$ cat config.mk
export PLATFORM = sky130hd
export DESIGN_NAME = pipeline_ctrl
export DESIGN_NICKNAME = d
export VERILOG_FILES = /design/src/rtl/pipeline_ctrl.sv
export SDC_FILE = /design/constraint.sdc
export NUM_CORES = 1
export LEC_CHECK = 0
export ABC_CLOCK_PERIOD_IN_PS = 2410
export BUFFER_PORTS_ARGS = -buffer_cell sky130_fd_sc_hd__buf_2
export CORE_MARGIN = 1.5
export CORE_UTILIZATION = 30
export DETAILED_ROUTE_END_ITERATION = 8
export GPL_TIMING_DRIVEN = 0
export HOLD_SLACK_MARGIN = 0.03
export SLEW_MARGIN = 20
export SYNTH_ARGS = -nofsm -noshare
export SYNTH_HDL_FRONTEND = slang
export SYNTH_SLANG_ARGS = --single-unit
$ cat constraint.sdc
create_clock -name clk -period 2.41 [get_ports clk]
set_clock_uncertainty 0.1 [all_clocks]
set_input_delay 0.3615 -clock clk [delete_from_list [all_inputs] [get_ports clk]]
set_output_delay 0.3615 -clock clk [all_outputs]
set_load 0.02 [all_outputs]
$ cat src/rtl/pipeline_ctrl.sv
// Sequencing and hazard controller for the 5-stage CPU: run/halt/step FSM,
// load-use stall and branch/jump flush generation, saturating debug counters.
module pipeline_ctrl #(
  parameter int DRAIN_CYCLES = 4,
  parameter int CNT_W        = 16
) (
  input  logic             clk,
  input  logic             rst,
  input  logic             run_req,
  input  logic             halt_req,
  input  logic             step_req,
  input  logic             cnt_clr,
  input  logic [4:0]       id_rs,
  input  logic [4:0]       id_rt,
  input  logic             id_uses_rt,
  input  logic             ex_mem_read,
  input  logic [4:0]       ex_waddr,
  input  logic             ex_branch_taken,
  input  logic             ex_jump,
  output logic             pc_en,
  output logic             if_id_en,
  output logic             if_id_flush,
  output logic             id_ex_flush,
  output logic             pipe_en,
  output logic             halted,
  output logic [CNT_W-1:0] stall_cnt,
  output logic [CNT_W-1:0] flush_cnt
);

  localparam int             DW         = (DRAIN_CYCLES > 1) ? $clog2(DRAIN_CYCLES) : 1;
  localparam logic [DW-1:0]  DRAIN_LOAD = DW'(DRAIN_CYCLES - 1);
  localparam logic [DW-1:0]  DRAIN_ZERO = {DW{1'b0}};
  localparam logic [CNT_W-1:0] CNT_MAX  = {CNT_W{1'b1}};
  localparam logic [CNT_W-1:0] CNT_ZERO = {CNT_W{1'b0}};

  typedef enum logic [2:0] {
    IDLE   = 3'd0,
    RUN    = 3'd1,
    DRAIN  = 3'd2,
    HALTED = 3'd3,
    STEP   = 3'd4
  } state_t;

  state_t           state_r;
  state_t           state_s;
  logic [DW-1:0]    drain_cnt_r;
  logic [DW-1:0]    drain_cnt_s;
  logic [CNT_W-1:0] stall_cnt_s;
  logic [CNT_W-1:0] flush_cnt_s;
  logic             lu_s;
  logic             fl_s;
  logic             active_s;

  // Hazard detection on the current ID and EX contents
  always_comb begin
    lu_s     = ex_mem_read & (ex_waddr != 5'd0) &
               ((ex_waddr == id_rs) | (id_uses_rt & (ex_waddr == id_rt)));
    fl_s     = ex_branch_taken | ex_jump;
    active_s = (state_r == RUN) | (state_r == STEP) | (state_r == DRAIN);
  end

  // Pipeline enables/flushes: a taken control transfer outranks a load-use stall
  always_comb begin
    pc_en       = 1'b0;
    if_id_en    = 1'b0;
    if_id_flush = 1'b0;
    id_ex_flush = 1'b0;
    pipe_en     = 1'b0;
    case (state_r)
      RUN, STEP, DRAIN: begin
        pipe_en = 1'b1;
        if (fl_s) begin
          pc_en       = 1'b1;
          if_id_en    = 1'b1;
          if_id_flush = 1'b1;
          id_ex_flush = 1'b1;
        end else if (lu_s) begin
          pc_en       = 1'b0;
          if_id_en    = 1'b0;
          if_id_flush = 1'b0;
          id_ex_flush = 1'b1;
        end else if (state_r == DRAIN) begin
          // Fetched instruction is discarded and refetched on resume
          pc_en       = 1'b0;
          if_id_en    = 1'b1;
          if_id_flush = 1'b1;
          id_ex_flush = 1'b0;
        end else begin
          pc_en       = 1'b1;
          if_id_en    = 1'b1;
          if_id_flush = 1'b0;
          id_ex_flush = 1'b0;
        end
      end
      IDLE, HALTED: begin
        pipe_en = 1'b0;
      end
      default: begin
        pipe_en = 1'b0;
      end
    endcase
  end

  // Next state and drain down-counter
  always_comb begin
    state_s     = state_r;
    drain_cnt_s = drain_cnt_r;
    case (state_r)
      IDLE: begin
        if (run_req) begin
          state_s = RUN;
        end else begin
          state_s = IDLE;
        end
      end
      RUN: begin
        if (halt_req) begin
          state_s     = DRAIN;
          drain_cnt_s = DRAIN_LOAD;
        end else begin
          state_s = RUN;
        end
      end
      DRAIN: begin
        if (fl_s) begin
          drain_cnt_s = DRAIN_LOAD;
        end else if (lu_s) begin
          drain_cnt_s = drain_cnt_r;
        end else if (drain_cnt_r == DRAIN_ZERO) begin
          state_s = HALTED;
        end else begin
          drain_cnt_s = drain_cnt_r - DW'(1);
        end
      end
      HALTED: begin
        if (run_req) begin
          state_s = RUN;
        end else if (step_req) begin
          state_s = STEP;
        end else begin
          state_s = HALTED;
        end
      end
      STEP: begin
        state_s = HALTED;
      end
      default: begin
        state_s     = IDLE;
        drain_cnt_s = DRAIN_ZERO;
      end
    endcase
  end

  // Saturating event counters; clear overrides any same-cycle increment
  always_comb begin
    stall_cnt_s = stall_cnt;
    flush_cnt_s = flush_cnt;
    if (cnt_clr) begin
      stall_cnt_s = CNT_ZERO;
      flush_cnt_s = CNT_ZERO;
    end else if (active_s && fl_s) begin
      if (flush_cnt != CNT_MAX) begin
        flush_cnt_s = flush_cnt + CNT_W'(1);
      end else begin
        flush_cnt_s = flush_cnt;
      end
    end else if (active_s && lu_s) begin
      if (stall_cnt != CNT_MAX) begin
        stall_cnt_s = stall_cnt + CNT_W'(1);
      end else begin
        stall_cnt_s = stall_cnt;
      end
    end else begin
      stall_cnt_s = stall_cnt;
      flush_cnt_s = flush_cnt;
    end
  end

  // State, drain counter, halted flag and event counters
  always_ff @(posedge clk) begin
    if (rst) begin
      state_r     <= IDLE;
      drain_cnt_r <= DRAIN_ZERO;
      halted      <= 1'b0;
      stall_cnt   <= CNT_ZERO;
      flush_cnt   <= CNT_ZERO;
    end else begin
      state_r     <= state_s;
      drain_cnt_r <= drain_cnt_s;
      halted      <= (state_s == HALTED);
      stall_cnt   <= stall_cnt_s;
      flush_cnt   <= flush_cnt_s;
    end
  end

endmodule

Word level (Yosys, flattened, before mapping)
Cells that the tools add are included.
- bits in registers: 38
- output and inout port bits: 38
- logic and storage cells: 68
- add/subtract/negate cells: 3
- eq/ne operators: 12
- muxes and demuxes: 28
- bitwise operators: 9
- reduce and logical (&&, ||, !) cells: 11
- operators with widths (operator ; number):
    $add 16x1->16 const B ; 2
    $ne 16x16->1 const B ; 2
    $mux 1 ; 16
    $mux 3 ; 5
    $pmux 3 s5 ; 1
    $eq 5x5->1 ; 2
    $mux 2 ; 5
    $eq 3x2->1 const B ; 3
    $ne 3x3->1 const B ; 2
    $pmux 2 s3 ; 1
    $reduce_or 3->1 ; 2
    $reduce_bool 5->1 ; 1
    $or 1x1->1 ; 4
    $reduce_and 4->1 ; 1
    $and 1x1->1 ; 3
    $eq 3x1->1 const B ; 1
    $eq 3x3->1 const B ; 1
    $logic_not 3->1 ; 1
    $reduce_and 3->1 ; 1
    $logic_and 1x1->1 ; 2
    $logic_not 2->1 ; 1
    $ne 2x2->1 const B ; 1
    $not 1->1 ; 2
    $reduce_and 2->1 ; 1
    2 further kinds ; 2

Longest topological paths before layout
- depth after elaboration: 8
- gate-level depth with buffers: 9

Worst setup path after synthesis
No wires, ideal clock.
- kind: flip-flop to flip-flop
- from: reg stall_cnt[0]
- to: reg stall_cnt[1]
- library setup time: 0.125 ns
- data arrival time: 1.925 ns
- required time: 2.185 ns
- path slack: 0.261 ns
- cell stages (with the launch flop): 10
- buffers on the path: 2
- period minus slack after synthesis: 2.149 ns
- cell sequence: dfxtp_1 ha_1 nand4_1 nor4_1 and4bb_2 nand2_2 buf_4 buf_6 mux2i_1 nor2_1
- cells in the longest elaborated chain, start to end: 2
- elaborated cells between the ends (all ways): 3
- ends and longest elaborated chain (item ; RTL line ; text):
    start, declared ; 26 ; output logic [CNT_W-1:0] stall_cnt,
    start signal, assigned ; 191 ; stall_cnt <= stall_cnt_s;
    branches (longest 2 deep; another with $add 16x1->16) ; -- ;
Parallel ways; which one is timed is not known.
A chain may end at the register's enable or synchronous reset.

Final worst setup path
- from: reg stall_cnt[1]
- to: reg stall_cnt[1]
The elaborated chain is that of the path after synthesis.

==> summary.txt <==
Setup path
  • CP delay by family, top: simple AND/OR/NAND/NOR gates
  • CP Launch Type: flip-flop
  • Worst Path Buf+Inv: 2
  • CP max stage cell: dfxtp_1
  • Setup CP Type: flip-flop to flip-flop
  • CP startpoint: stall_cnt[1]
  • Max stage delay on crit path: 390 ps
  • CP Data Arrival Time: 2360 ps
  • CP Data Required Time: 2480 ps
  • Critical-path cell list: ha_2 -> nand4_1 -> nor4_1 -> and4bb_2 -> nand2_2 -> buf_4 -> buf_6 -> mux2i_1 -> nor2_1
  • Worst-path maximum fanout: 10
  • CP Capture Type: flip-flop
  • Reg2Reg Launch Point: stall_cnt[1]

Drt
  • Initial DRC count: 89
  • Final WL: 5.46 mm
  • Via count: 2129
  • Drt first pass iters: 4
  • Vias/cell: 5.06
  • DRC: 0
  • Antenna Violating Nets Remaining: 0
  • Routed wire per std cell: 13.0 microns

Clock network
  • Clock transition at the registers of the reported paths: ~70 ps
  • CTS Root Cell: clkbuf_8
  • H-Tree Depth: 2
  • CTS tree: built
  • Clock sinks: 38
  • TritonCTS Buffers: 5
  • Clk_lat worst skew: between 200 and 300 ps
  • CTS Buffer Depth: 2

Finish
  • Fillers: 710
  • Fin nets: between 300 and 400
  • Register Area: 762 sq um
  • Cell Count, Final, Fillers Out: roughly 420
  • Area Growth Syn to Fin: 25.0%
  • Multi-input logic area: between 0.001 and 0.0015 sq mm
  • Layout cells sized above 1: 27.4%
  • Ant diodes: 0

Global route
  • Antenna violations before repair: 0
  • Number of global-route vias before repair: 1863
  • Total GRT Usage: 14.2%
  • GRT overflow: 0
  • Largest net degree at the start of global routing: 11
  • First-pass GRT wire length: 8.71 mm

Logic synthesis
  • Syn Inst Count: 255
  • Cell area after synthesis: 0.00215 sq mm
  • Largest family of logic cells by synthesized area: simple AND/OR/NAND/NOR gates
  • EDFF count, synth: 0
  • Syn nets: ~280
  • Count leader, synth: dfxtp_1
  • Ys flop type: dfxtp_1
  • Synth Register Bits: 38
  • Post-synth top cells: dfxtp_1, nor2_1, nand2_1
  • Mean Syn Cell Area: ~8.4 sq um
  • Ranking of synthesized cells by area: dfxtp_1, xnor2_1, nor2_1
  • Post-Synth Adder-Cell Area: approximately 1.7%
  • Mux cell area share after synthesis: roughly 3.4%
  • Simple-Gate Fraction of Synth Area: a little under a third
  • Synth Area in Compound Gates: between 10% and 20%
  • Cell variety after synth: 53
  • Share of the synthesized area in the top cell type: 35.3%
  • Seq/Total Area, Yosys: between 30% and 40%
  • XOR/XNOR Fraction of Synth Area: 11.0%
  • Post-synth top area cell: dfxtp_1
  • Syn. warnings: 0
  • Asr flop ratio synth: 0%

Floorplan
  • Core area: 0.00687 sq mm
  • Initial core utilization: 31.4%
  • Die width: ~88 microns
  • Row count: 30
  • Ports: 63
  • Die ar.: 0.00770 sq mm
  • Die Ht: 87.7 microns

STA
  • Min Hold Slack: 160 ps
  • Worst slew pin tran: between 700 and 800 ps
  • Final setup violating endpoints: 0
  • Final Slew Violations: 0
  • Highest clock rate: ~0.44 GHz
  • Worst slew margin: slightly above 50%
  • Final hold violation count: 0
  • Final Cycle Share: 95.1%
  • Final Critical Period: 2290 ps
  • RSZ-0062 raised after global routing: false

Run status
  • Status: complete, no violations

Power and ir drop
  • Tot Pwr: between 0.001 and 0.0015 W
  • Leak pwr: 1.07 nW
  • Power per cell area: 482 mW/mm^2
  • Peak VDD IR: about 0.19 mV

Place
  • Gpl congestion: 0.791
  • Post-DP HPWL: 4.03 mm
  • Port Buf Inserts: 62
  • Placed cells: 413

Worst hold path
  • Worst Hold Class: input pin to flip-flop
  • Hold Startpoint: run_req

Flow run
  • Max Cap Viol: 0
## worst reg2reg max path: cells and delay by family (launching register included)
family / cells / cell delay [ps]
fa+ha+maj: 1 / 240
buf+inv: 2 / 360
flops: 1 / 390
mux: 1 / 190
simple gates: 5 / 890
## what timing repair did
item,4_1_cts,5_1_grt
hold buffers,0,0
hold endpoints to repair,0,0
gates resized for setup,0,3
setup buffers,0,2
endpoints found under the setup margin,0,7
## stage by stage
step	utilization, %	worst slack [ps]	cell area, sq um	TNS, ps
2_1_floorplan	-	261	2150	0
3_3_place_gp	37.6	-82.4	2580	-123
3_5_place_dp	37.6	-95.3	2580	-143
4_1_cts	38.8	32.1	2670	0
5_1_grt	39.2	6.76	2690	0
6_report	39.2	119	2690	0
## sequential cells by signal, indices dropped and copies added (netlist names)
name         count
halted           1
state_r          3
stall_cnt       16
flush_cnt       16
drain_cnt_r      2
## cells by family (layout without fill, tap and decap cells)
| group | count (synthesis) | count (layout) |
|---|---|---|
| fa+ha+maj | 3 | 3 |
| xor+xnor | 25 | 25 |
| flops | 38 | 38 |
| mux | 6 | 6 |
| simple gates | 124 | 124 |
| buf+inv | 17 | 87 |
| compound gates | 42 | 42 |
## worst paths after layout
path	slack [ps]	depth (start not counted)	endpoint
setup reg to reg	120	9	stall_cnt[1]
setup / recovery	120	9	stall_cnt[1]
hold / removal	160	2	state_r[2]
hold reg to reg	400	2	drain_cnt_r[1]
## placed cells by master (no fill, tap or decap), drive strengths merged, types with 2 or more instances in the layout
cell type / netlist / layout
buf: 6 / 70
dfxtp: 38 / 38
nor2: 30 / 30
nand2: 24 / 24
nand3: 17 / 17
xnor2: 16 / 16
a21oi: 13 / 13
or3: 10 / 10
xor2: 9 / 9
clkbuf: 3 / 9
inv: 7 / 7
nand4: 7 / 7
nor3: 7 / 7
or4: 6 / 6
mux2i: 6 / 6
o21ai: 6 / 6
o41ai: 4 / 4
and4: 3 / 3
nor2b: 3 / 3
nor4: 3 / 3
and3: 3 / 3
o211ai: 3 / 3
ha: 3 / 3
o21bai: 2 / 2
o31ai: 2 / 2
nand3b: 2 / 2
nand4b: 2 / 2
o311ai: 2 / 2
o22ai: 2 / 2
## power breakdown
part / internal, W / total (W) / leakage, nW / switching [W]
registers: 0.000635 / 0.000639 / 0.307 / 0.00000414
logic: 0.0000911 / 0.000220 / 0.723 / 0.000129
clock network: 0.000221 / 0.000439 / 0.0431 / 0.000218
total: 0.000947 / 0.00130 / 1.07 / 0.000351
## layout make-up
cell class / instances / area share [%]
clock buffers: 6 / 3.07
plain buffers: 10 / 2.65
repair buffers: 64 / 12.1
multi-input cells: 200 / 48.5
well taps: 96 / 4.46
flip-flops and latches: 38 / 28.3
inverters: 7 / 0.976
## layer usage
metal  vias up  track usage [%]  share of wire, %
li1       1063                -                 -
met5         -                0                 0
met1       980             19.0                47
met4         0             5.19               1.4
met3         8             3.02               6.9
met2        78             22.6                45
Note: power is estimated with default switching activity, not from simulation.
